==> config.mk <==
export PLATFORM = sky130hd
export DESIGN_NAME = histogram_sequencer_flat
export DESIGN_NICKNAME = d
export VERILOG_FILES = /design/src/rtl/histogram_sequencer_if.sv /design/src/rtl/histogram_sequencer.sv /design/src/flat_wrapper.sv
export SDC_FILE = /design/constraint.sdc
export NUM_CORES = 1
export LEC_CHECK = 0
export CORE_MARGIN = 2
export CORE_UTILIZATION = 41
export CTS_CLUSTER_DIAMETER = 40
export DETAILED_ROUTE_END_ITERATION = 6
export PLACE_DENSITY = 0.84
export SKIP_CTS_REPAIR_TIMING = 1
export SLEW_MARGIN = 30
export SYNTH_ARGS = -nofsm -noshare
export SYNTH_HDL_FRONTEND = slang
export SYNTH_SLANG_ARGS = --single-unit
==> constraint.sdc <==
create_clock -name clk -period 2.58 [get_ports clk]
set_input_delay 0.258 -clock clk [delete_from_list [all_inputs] [get_ports clk]]
set_output_delay 0.258 -clock clk [all_outputs]
set_load 0.005 [all_outputs]
==> src/rtl/histogram_sequencer_if.sv <==
// Bundles the kernel arg_1 memory port, the physical bin-RAM port and the readout stream
// seen by the histogram sequencer; master is the sequencer side.
interface histogram_sequencer_if #(
    parameter int BIN_AW = 8,
    parameter int DATA_W = 32
);
    logic              kern_rst;
    logic              kern_valid;
    logic [BIN_AW-1:0] kern_raddr;
    logic [BIN_AW-1:0] kern_waddr;
    logic [DATA_W-1:0] kern_wdata;
    logic              kern_wen;
    logic [DATA_W-1:0] kern_rdata;

    logic [BIN_AW-1:0] ram_raddr;
    logic [BIN_AW-1:0] ram_waddr;
    logic [DATA_W-1:0] ram_wdata;
    logic              ram_wen;
    logic [DATA_W-1:0] ram_rdata;

    logic              out_valid;
    logic              out_ready;
    logic [BIN_AW-1:0] out_bin;
    logic [DATA_W-1:0] out_count;
    logic              out_last;

    modport master (
        output kern_rst, kern_rdata,
        output ram_raddr, ram_waddr, ram_wdata, ram_wen,
        output out_valid, out_bin, out_count, out_last,
        input  kern_valid, kern_raddr, kern_waddr, kern_wdata, kern_wen,
        input  ram_rdata, out_ready
    );

    modport slave (
        input  kern_rst, kern_rdata,
        input  ram_raddr, ram_waddr, ram_wdata, ram_wen,
        input  out_valid, out_bin, out_count, out_last,
        output kern_valid, kern_raddr, kern_waddr, kern_wdata, kern_wen,
        output ram_rdata, out_ready
    );
endinterface

==> src/rtl/histogram_sequencer.sv <==
// Sequences one histogram run: clear all bins, release the kernel onto the bin RAM,
// then stream every bin out over valid/ready.
module histogram_sequencer #(
    parameter int BIN_AW         = 8,
    parameter int DATA_W         = 32,
    parameter int NUM_BINS       = 256,
    parameter int MAX_RUN_CYCLES = 65535
) (
    input  logic        clk,
    input  logic        rst,
    input  logic        start,
    input  logic        abort,
    output logic        busy,
    output logic        done,
    output logic        timeout,
    output logic [31:0] run_cycles,
    histogram_sequencer_if.master bus
);
    typedef enum logic [2:0] {
        S_IDLE, S_CLEAR, S_RUN, S_RD_ADDR, S_RD_CAP, S_PRESENT, S_DONE
    } state_t;

    // One extra counter bit lets NUM_BINS == 2**BIN_AW terminate without wrapping.
    localparam int              LAST_BIN_I = NUM_BINS - 1;
    localparam logic [BIN_AW:0] LAST_BIN   = LAST_BIN_I[BIN_AW:0];
    localparam logic [31:0]     RUN_LIMIT  = MAX_RUN_CYCLES - 1;
    localparam bit              TIMEOUT_EN = (MAX_RUN_CYCLES != 0);

    state_t            state_q, state_d;
    logic [BIN_AW:0]   cnt_q, cnt_d;
    logic [31:0]       run_cycles_q, run_cycles_d;
    logic              timeout_q, timeout_d;
    logic [DATA_W-1:0] out_count_q, out_count_d;
    logic [BIN_AW-1:0] out_bin_q, out_bin_d;
    logic              out_last_q, out_last_d;

    always_ff @(posedge clk) begin
        if (rst) begin
            state_q      <= S_IDLE;
            cnt_q        <= '0;
            run_cycles_q <= '0;
            timeout_q    <= 1'b0;
            out_count_q  <= '0;
            out_bin_q    <= '0;
            out_last_q   <= 1'b0;
        end else begin
            state_q      <= state_d;
            cnt_q        <= cnt_d;
            run_cycles_q <= run_cycles_d;
            timeout_q    <= timeout_d;
            out_count_q  <= out_count_d;
            out_bin_q    <= out_bin_d;
            out_last_q   <= out_last_d;
        end
    end

    always_comb begin
        state_d      = state_q;
        cnt_d        = cnt_q;
        run_cycles_d = run_cycles_q;
        timeout_d    = timeout_q;
        out_count_d  = out_count_q;
        out_bin_d    = out_bin_q;
        out_last_d   = out_last_q;
        case (state_q)
            S_IDLE: begin
                if (start) begin
                    state_d      = S_CLEAR;
                    cnt_d        = '0;
                    run_cycles_d = '0;
                    timeout_d    = 1'b0;
                end
            end
            S_CLEAR: begin
                cnt_d = cnt_q + 1'b1;
                if (cnt_q == LAST_BIN) state_d = S_RUN;
            end
            S_RUN: begin
                if (run_cycles_q != '1) run_cycles_d = run_cycles_q + 32'd1;
                if (bus.kern_valid) begin
                    state_d = S_RD_ADDR;
                    cnt_d   = '0;
                end else if (TIMEOUT_EN && run_cycles_q == RUN_LIMIT) begin
                    state_d   = S_IDLE;
                    timeout_d = 1'b1;
                end
            end
            S_RD_ADDR: state_d = S_RD_CAP;
            S_RD_CAP: begin
                out_count_d = bus.ram_rdata;
                out_bin_d   = cnt_q[BIN_AW-1:0];
                out_last_d  = (cnt_q == LAST_BIN);
                state_d     = S_PRESENT;
            end
            S_PRESENT: begin
                if (bus.out_ready) begin
                    if (out_last_q) begin
                        state_d = S_DONE;
                    end else begin
                        cnt_d   = cnt_q + 1'b1;
                        state_d = S_RD_ADDR;
                    end
                end
            end
            S_DONE:  state_d = S_IDLE;
            default: state_d = S_IDLE;
        endcase
        // Abort overrides everything and must not disturb the sticky timeout flag.
        if (abort && state_q != S_IDLE) begin
            state_d   = S_IDLE;
            timeout_d = timeout_q;
        end
    end

    always_comb begin
        busy           = (state_q != S_IDLE);
        done           = (state_q == S_DONE);
        timeout        = timeout_q;
        run_cycles     = run_cycles_q;
        bus.kern_rst   = (state_q != S_RUN);
        bus.kern_rdata = bus.ram_rdata;
        bus.ram_raddr  = '0;
        bus.ram_waddr  = '0;
        bus.ram_wdata  = '0;
        bus.ram_wen    = 1'b0;
        bus.out_valid  = (state_q == S_PRESENT);
        bus.out_bin    = out_bin_q;
        bus.out_count  = out_count_q;
        bus.out_last   = out_last_q;
        case (state_q)
            S_CLEAR: begin
                bus.ram_wen   = 1'b1;
                bus.ram_waddr = cnt_q[BIN_AW-1:0];
            end
            S_RUN: begin
                bus.ram_raddr = bus.kern_raddr;
                bus.ram_waddr = bus.kern_waddr;
                bus.ram_wdata = bus.kern_wdata;
                bus.ram_wen   = bus.kern_wen;
            end
            S_RD_ADDR: bus.ram_raddr = cnt_q[BIN_AW-1:0];
            default: ;
        endcase
    end
endmodule

==> src/flat_wrapper.sv <==
// flat-port wrapper written by rule: the top's interface ports become plain ports
module histogram_sequencer_flat 
#(
    parameter int BIN_AW         = 8,
    parameter int DATA_W         = 32,
    parameter int NUM_BINS       = 256,
    parameter int MAX_RUN_CYCLES = 65535
)
  (clk, rst, start, abort, busy, done, timeout, run_cycles, bus_kern_rst, bus_kern_rdata, bus_ram_raddr, bus_ram_waddr, bus_ram_wdata, bus_ram_wen, bus_out_valid, bus_out_bin, bus_out_count, bus_out_last, bus_kern_valid, bus_kern_raddr, bus_kern_waddr, bus_kern_wdata, bus_kern_wen, bus_ram_rdata, bus_out_ready);
  histogram_sequencer_if #(.BIN_AW(BIN_AW), .DATA_W(DATA_W)) bus_i ();
  input  logic clk;
  input  logic rst;
  input  logic start;
  input  logic abort;
  output logic busy;
  output logic done;
  output logic timeout;
  output logic [31:0] run_cycles;
  output wire logic [$bits(bus_i.kern_rst)-1:0] bus_kern_rst;
  output wire logic [$bits(bus_i.kern_rdata)-1:0] bus_kern_rdata;
  output wire logic [$bits(bus_i.ram_raddr)-1:0] bus_ram_raddr;
  output wire logic [$bits(bus_i.ram_waddr)-1:0] bus_ram_waddr;
  output wire logic [$bits(bus_i.ram_wdata)-1:0] bus_ram_wdata;
  output wire logic [$bits(bus_i.ram_wen)-1:0] bus_ram_wen;
  output wire logic [$bits(bus_i.out_valid)-1:0] bus_out_valid;
  output wire logic [$bits(bus_i.out_bin)-1:0] bus_out_bin;
  output wire logic [$bits(bus_i.out_count)-1:0] bus_out_count;
  output wire logic [$bits(bus_i.out_last)-1:0] bus_out_last;
  input wire logic [$bits(bus_i.kern_valid)-1:0] bus_kern_valid;
  input wire logic [$bits(bus_i.kern_raddr)-1:0] bus_kern_raddr;
  input wire logic [$bits(bus_i.kern_waddr)-1:0] bus_kern_waddr;
  input wire logic [$bits(bus_i.kern_wdata)-1:0] bus_kern_wdata;
  input wire logic [$bits(bus_i.kern_wen)-1:0] bus_kern_wen;
  input wire logic [$bits(bus_i.ram_rdata)-1:0] bus_ram_rdata;
  input wire logic [$bits(bus_i.out_ready)-1:0] bus_out_ready;
  assign bus_kern_rst = bus_i.kern_rst;
  assign bus_kern_rdata = bus_i.kern_rdata;
  assign bus_ram_raddr = bus_i.ram_raddr;
  assign bus_ram_waddr = bus_i.ram_waddr;
  assign bus_ram_wdata = bus_i.ram_wdata;
  assign bus_ram_wen = bus_i.ram_wen;
  assign bus_out_valid = bus_i.out_valid;
  assign bus_out_bin = bus_i.out_bin;
  assign bus_out_count = bus_i.out_count;
  assign bus_out_last = bus_i.out_last;
  assign bus_i.kern_valid = bus_kern_valid;
  assign bus_i.kern_raddr = bus_kern_raddr;
  assign bus_i.kern_waddr = bus_kern_waddr;
  assign bus_i.kern_wdata = bus_kern_wdata;
  assign bus_i.kern_wen = bus_kern_wen;
  assign bus_i.ram_rdata = bus_ram_rdata;
  assign bus_i.out_ready = bus_out_ready;
  histogram_sequencer #(.BIN_AW(BIN_AW), .DATA_W(DATA_W), .NUM_BINS(NUM_BINS), .MAX_RUN_CYCLES(MAX_RUN_CYCLES)) u_core (.clk(clk), .rst(rst), .start(start), .abort(abort), .busy(busy), .done(done), .timeout(timeout), .run_cycles(run_cycles), .bus(bus_i));
endmodule
==> flow_metrics.py, run 1 <==
metrics = {
    "synth": {
        "synth_top_area_share": 0.355,
        "synth.largest_area_cell": "dfxtp_1",
        "synth_warnings": 0,
        "synth.avg_cell_area_um2": 7.53,
        "synth_seq_cells": 86,
        "synth_edf_count": 0,
        "synth_seq_area_share": 0.355,
        "syn_nets": 736,
        "synth_cell_types": 58,
        "synth_flop_cell": "dfxtp_1",
        "synth-async-reset-ratio": 0,
        "netlist_top_cells_area": "dfxtp_1 (35%), nand2_1 (9.0%), a21oi_1 (7.4%), and2_1 (5.3%), buf_4 (5.3%)",
        "syn_inst": 645,
        "synth_area_um2": 4850,
    },
    "global_route": {
        "grt_use_met1": 0.298,
        "grt_usage": 0.245,
        "grt_max_degree": 54,
        "busiest_layer": "met2",
        "grt_util_met2": 0.421,
        "use_met3": 0.0637,
        "antenna_found_initial": 0,
        "grt_pass1_wl_mm": 25.8,
        "grt.overflow.total": 0,
        "grt_pass1_vias": 5201,
    },
    "clock_tree": {
        "clk_path_buf_depth": 2,
        "cts_tree": "done",
        "clk_latency_ps": 330,
        "cts.clk_slew.worst_paths_ps": 70,
        "htree_num_levels": 3,
        "cts_root_buf": "clkbuf_16",
        "numCtsBuffers": 9,
        "cts_sinks": 86,
    },
    "die": {
        "start_util": 0.423,
        "fp.coreArea_um2": 11500,
        "num_rows": 39,
        "ios": 246,
        "die_height_um": 113,
        "fp.dieW_um": 113,
        "dieArea_um2": 12700,
    },
    "placed_design": {
        "dpl.hpwl_mm": 12.0,
        "place.gp.congestion": 0.892,
        "port_buffers": 245,
    },
    "timing": {
        "finalCriticalPeriod_ps": 2450,
        "hold_violations": 0,
        "fmax_mhz": 407,
        "worst_slew_pin_slew_ps": 591,
        "timing.final.setup_violations": 0,
        "finalSetupTns_ps": 0,
        "slew_headroom": 0.603,
        "maxSlewViolCount": 0,
        "rsz0062_at_grt": "no",
        "whs_ps": 251,
        "period_share": 0.952,
        "skew_ps": 6.52,
    },
    "critical_path": {
        "cp_num_cells": 9,
        "cp_top_family": "compound AO/OA/AOI/OAI gates",
        "cp_num_buf_inv": 0,
        "startpoint_type": "register",
        "max_stage_delay_ps": 370,
        "cp_data_arrival_time_ps": 2690,
        "rr_worst_depth": 9,
        "path_class": "register to register",
        "cp_slowest_cell": "dfxtp_1",
        "crit_required_ps": 2820,
        "critPathCaptureType": "register",
        "cp_cell_sequence": "ha_1 -> and2_1 -> and3_1 -> ha_1 -> mux2_2 -> o22ai_1 -> o21ai_0 -> mux2_2 -> a211oi_1",
        "path_max_fanout": 6,
    },
    "cells_and_area": {
        "antenna_cells": 0,
        "area_growth_pct": 55.4,
        "drive_gt1_frac": 0.0678,
        "seq_area_um2": 1720,
        "fillers": 930,
        "nets": 942,
        "multi_input_area_um2": 2690,
    },
    "route": {
        "dr.pass1.iters": 5,
        "vias": 5597,
        "drt_wl_total_mm": 16.4,
        "drt_iter0_drc": 405,
        "ant_nets": 0,
        "wl_per_cell_um": 16.4,
        "drc_errors": 0,
        "via_per_inst": 5.60,
    },
    "pwr": {
        "powerDensity_nw_per_um2": 425,
        "leakage_nw": 2.61,
        "vdd_drop_max_mv": 0.403,
    },
    "outcome": {
        "status": "finished clean",
    },
    "min_path": {
        "hold_class": "input pin to register",
        "whs_path_depth": 2,
    },
    "run": {
        "drv_cap": 0,
    },
}
## synth_stat cells (all sizes together), types with 3 or more instances
cell type / n
or4: 5
nor2: 39
and2: 42
o31ai: 14
o2111ai: 4
inv: 10
nand2b: 4
nand3: 19
mux2i: 10
a22oi: 10
nand2: 116
nor4: 12
a21oi: 72
o311ai: 6
dfxtp: 86
and3: 8
nor3: 10
ha: 4
buf: 37
o211ai: 4
nand4: 18
and4: 3
xor2: 6
o21ai: 20
clkbuf: 38
or3: 7
a31oi: 8
o21a: 3
nor2b: 3
## metal layers
metal	vias to the layer above	share of wire
met4	0	0.023
li1	2672	-
met3	35	0.090
met5	-	0
met1	2600	0.39
met2	290	0.50
## sequential cells by signal, summed over array words and instances (netlist names)
name                  count
u_core.bus.out_bin        8
u_core.bus.out_count     32
u_core.bus.out_last       1
u_core.cnt_q              9
u_core.run_cycles        32
u_core.state_q            3
u_core.timeout            1
## cell families (layout without fill, tap and decap cells)
family	after synthesis	count (layout)	share of synthesized area
DFF	86	86	0.355
adders and majority gates	4	4	0.0103
and+or+nand+nor	298	298	0.314
AOI/OAI and AO/OA	154	154	0.193
muxes	12	12	0.0253
buffers and inverters	85	296	0.0925
xor gates and xnor gates	6	6	0.0108
## metrics by stage
| step | std cells | power [mW] | area [um2] | setup slack (ps) | util |
|---|---|---|---|---|---|
| after floorplan | 645 | 1.69 | 4850 | 433 | - |
| after global placement | 983 | 2.01 | 7270 | 311 | 0.634 |
| after detailed placement | 983 | 2.02 | 7270 | 151 | 0.634 |
| after CTS | 999 | 3.23 | 7540 | 130 | 0.658 |
| after global routing | 999 | 3.33 | 7540 | 24.6 | 0.658 |
| final | 999 | 3.21 | 7540 | 125 | 0.658 |
## final timing paths
path | startpoint | slack (ps) | end
max | u_core.cnt_q[0]$_SDFFE_PP0P_ | 130 | u_core.state_q[0]$_SDFFE_PP0P_
min | rst | 250 | u_core.bus.out_last$_SDFFE_PP0P_
max reg2reg | u_core.cnt_q[0]$_SDFFE_PP0P_ | 130 | u_core.state_q[0]$_SDFFE_PP0P_
min reg2reg | u_core.bus.out_count[25]$_SDFFE_PP0P_ | 460 | u_core.bus.out_count[25]$_SDFFE_PP0P_
## power breakdown
group | switching, mW | total, mW | internal, mW
logic | 0.292 | 0.638 | 0.346
registers | 0.0215 | 1.36 | 1.34
clock network | 0.553 | 1.21 | 0.654
total | 0.866 | 3.21 | 2.34
## cell type report
class                   instances  area share
clock buffers                   9      0.0299
well taps                     143      0.0237
multi-input cells             474       0.357
repair buffers                270       0.349
inverters                      10     0.00498
clock inverters                 7     0.00664
flip-flops and latches         86       0.228
## cell usage in the layout, fill, tap and decap left out, types with 3 or more instances in the layout
| master | synthesis | layout |
|---|---|---|
| nor2b_1 | 3 | 3 |
| nand3_1 | 17 | 17 |
| nand2_1 | 116 | 116 |
| or4_1 | 5 | 5 |
| a31oi_1 | 8 | 8 |
| or3_1 | 7 | 7 |
| nor3_1 | 9 | 9 |
| inv_1 | 9 | 9 |
| o31ai_1 | 14 | 14 |
| clkbuf_16 | 0 | 9 |
| and2_1 | 41 | 41 |
| o21ai_1 | 4 | 4 |
| o2111ai_1 | 4 | 4 |
| ha_1 | 4 | 4 |
| dfxtp_1 | 86 | 86 |
| o21a_1 | 3 | 3 |
| nand2b_1 | 4 | 4 |
| clkinvlp_4 | 0 | 3 |
| xor2_1 | 6 | 6 |
| a22oi_1 | 10 | 10 |
| nor4_2 | 4 | 4 |
| o211ai_1 | 4 | 4 |
| nor2_1 | 39 | 39 |
| nor4_1 | 8 | 8 |
| nand4_1 | 17 | 17 |
| mux2i_1 | 10 | 10 |
| o311ai_1 | 5 | 5 |
| o21ai_0 | 16 | 16 |
| a21oi_1 | 72 | 72 |
| clkdlybuf4s50_1 | 0 | 244 |
| and3_1 | 8 | 8 |
| buf_4 | 34 | 25 |
| and4_1 | 3 | 3 |
Note: power is estimated with default switching activity, not from simulation.
==> inputs of run 2 (changes only) <==
--- a/config.mk
+++ b/config.mk
@@ -15,3 +15,4 @@
 export SYNTH_ARGS = -nofsm -noshare
 export SYNTH_HDL_FRONTEND = slang
 export SYNTH_SLANG_ARGS = --single-unit
+export TNS_END_PERCENT = 50
==> constraint.sdc (replaced) <==
create_clock -name clk -period 2.6 [get_ports clk]
set_input_delay 0.26 -clock clk [delete_from_list [all_inputs] [get_ports clk]]
set_output_delay 0.26 -clock clk [all_outputs]
set_load 0.005 [all_outputs]
==> run 2 against run 1 <==
Net effect: setup slack better by 11 ps; clock skew up 5.3 ps; count of clock-buffer cells in the layout unchanged; clock power is 7% higher; global-route usage up 1.2 points; critical path depth shrank 5; combinational power hardly changed; non-clock buffer count decreased by 1; design area increased by 0.40%; register-to-register slack better by 60 ps; sequential power about the same; via count up 1.1%; critical path type is now register to output port.
==> flow_metrics.py, run 2 (synthesis gave the netlist of run 1 again) <==
metrics = {
    "cells_and_area": {
        "final_cells": 999,
        "area_growth_pct": 56.0,
        "nets": 941,
        "final_util": 0.660,
        "layout_commonest_cell": "clkdlybuf4s50_1",
        "drive_gt1_frac": 0.0667,
        "multi_input_area_um2": 2690,
        "seq_area_um2": 1720,
        "fillers": 964,
        "mostFrequentLayoutCells": "clkdlybuf4s50_1 (244), nand2_1 (116), dfxtp_1 (86)",
    },
    "route": {
        "dr.pass1.iters": 5,
        "drt_iter0_drc": 520,
        "ant_nets": 0,
        "vias": 5660,
        "drt_wl_total_mm": 16.8,
        "drc_errors": 0,
        "wl_per_cell_um": 16.8,
        "via_per_inst": 5.67,
    },
    "placed_design": {
        "placed_cells": 982,
        "dpl.hpwl_mm": 12.2,
        "port_buffers": 245,
        "place.gp.congestion": 0.890,
    },
    "timing": {
        "period_share": 0.948,
        "maxSlewViolCount": 0,
        "fmax_mhz": 406,
        "skew_ps": 11.8,
        "finalCriticalPeriod_ps": 2460,
        "timing.final.setup_violations": 0,
        "slew_headroom": 0.614,
        "hold_violations": 0,
        "rsz0062_at_grt": "no",
        "worst_slew_pin_slew_ps": 574,
        "finalSetupTns_ps": 0,
        "whs_ps": 293,
    },
    "critical_path": {
        "r2r_slack_ps": 190,
        "rr_worst_depth": 9,
        "crit_required_ps": 2340,
        "worstReg2RegEnd": "u_core.state_q[0]$_SDFFE_PP0P_",
        "path_class": "register to output port",
        "critPathCaptureType": "output port",
        "cp_data_arrival_time_ps": 2200,
        "timing.rr.start": "u_core.cnt_q[0]$_SDFFE_PP0P_",
        "startpoint_type": "register",
        "path_max_fanout": 30,
    },
    "outcome": {
        "status": "finished clean",
    },
    "pwr": {
        "vdd_drop_max_mv": 0.509,
        "p_sw_frac": 0.263,
        "powerDensity_nw_per_um2": 434,
        "comb_power_share": 0.195,
        "power.switching_mw": 0.866,
        "leakage_nw": 2.63,
        "seqPwrFrac": 0.410,
        "p_clk_frac": 0.396,
        "p_int_mw": 2.42,
    },
    "clock_tree": {
        "htree_num_levels": 3,
        "clk_path_buf_depth": 2,
        "cts_root_buf": "clkbuf_16",
        "cts_tree": "done",
        "numCtsBuffers": 9,
        "cts.clk_slew.worst_paths_ps": 70,
        "cts_sinks": 86,
        "clk_latency_ps": 340,
    },
    "global_route": {
        "grt_pass1_vias": 5505,
        "grt.overflow.total": 0,
        "grt_usage": 0.257,
        "antenna_found_initial": 1,
        "grt_pass1_wl_mm": 26.9,
        "grt_max_degree": 50,
    },
    "min_path": {
        "hp-start": "rst",
        "hold_class": "input pin to register",
        "min_to": "u_core.bus.out_last$_SDFFE_PP0P_",
        "whs_path_depth": 2,
    },
    "die": {
        "fp.coreArea_um2": 11500,
        "start_util": 0.423,
        "fp.dieW_um": 113,
        "ios": 246,
        "dieArea_um2": 12700,
        "num_rows": 39,
        "die_height_um": 113,
    },
    "run": {
        "drv_cap": 0,
    },
}
[run 2: cell type report]
class / count / area share
sequential: 86 / 0.227
clock inverter: 7 / 0.00958
antenna: 1 / 0.000330
clock buffer: 9 / 0.0297
timing repair buffer: 269 / 0.349
multi-input combinational: 474 / 0.356
inverter: 10 / 0.00496
tap: 143 / 0.0236
[run 2: layer usage]
metal,share of wire,global-route usage,vias up
met1,0.38,0.307,2639
li1,-,-,2663
met2,0.51,0.446,324
met5,0,0,-
met3,0.095,0.0712,34
met4,0.020,0.0886,0
[run 2: power groups by stage]
stage	logic (mW)	clock network, mW	registers, mW
after floorplan	0.308	0	1.37
after global placement	0.628	0	1.37
after detailed placement	0.636	0	1.38
after CTS	0.641	1.32	1.35
after global routing	0.694	1.37	1.35
final	0.641	1.30	1.35
[run 2: worst max path at each step]
stage                                   startpoint                        endpoint  slack, ps  depth (start not counted)
floorplan             u_core.cnt_q[0]$_SDFFE_PP0P_  u_core.state_q[0]$_SDFFE_PP0P_        450                          9
global placement      u_core.cnt_q[0]$_SDFFE_PP0P_  u_core.state_q[0]$_SDFFE_PP0P_        350                          9
detailed placement    u_core.cnt_q[0]$_SDFFE_PP0P_  u_core.state_q[0]$_SDFFE_PP0P_        240                          9
CTS                 u_core.state_q[2]$_SDFFE_PP0P_               bus_ram_wdata[14]        150                          4
global route        u_core.state_q[2]$_SDFFE_PP0P_               bus_ram_wdata[11]         30                          4
finish              u_core.state_q[2]$_SDFFE_PP0P_               bus_ram_wdata[14]        140                          4
[run 2: critical path: stages (launching register included)]
cell	delay, ps
dfxtp_1	330
nor3b_2	500
buf_4	350
and2_1	170
clkdlybuf4s50_1	510
[run 2: through the flow]
step                power, mW  cell area (um2)  worst slack [ps]
detailed placement       2.01             7270               239
global route             3.41             7570              30.8
CTS                      3.31             7570               150
finish                   3.29             7570               136
floorplan                1.68             4850               453
global placement         2.00             7270               346
==> inputs of run 3 (changes only) <==
--- a/config.mk
+++ b/config.mk
@@ -11,7 +11,7 @@
 export DETAILED_ROUTE_END_ITERATION = 6
 export PLACE_DENSITY = 0.84
 export SKIP_CTS_REPAIR_TIMING = 1
-export SLEW_MARGIN = 30
+export SLEW_MARGIN = 10
 export SYNTH_ARGS = -nofsm -noshare
 export SYNTH_HDL_FRONTEND = slang
 export SYNTH_SLANG_ARGS = --single-unit
==> results of run 3 <==
Same layout as run 2: the final DEF is identical, and so are final timing and power.
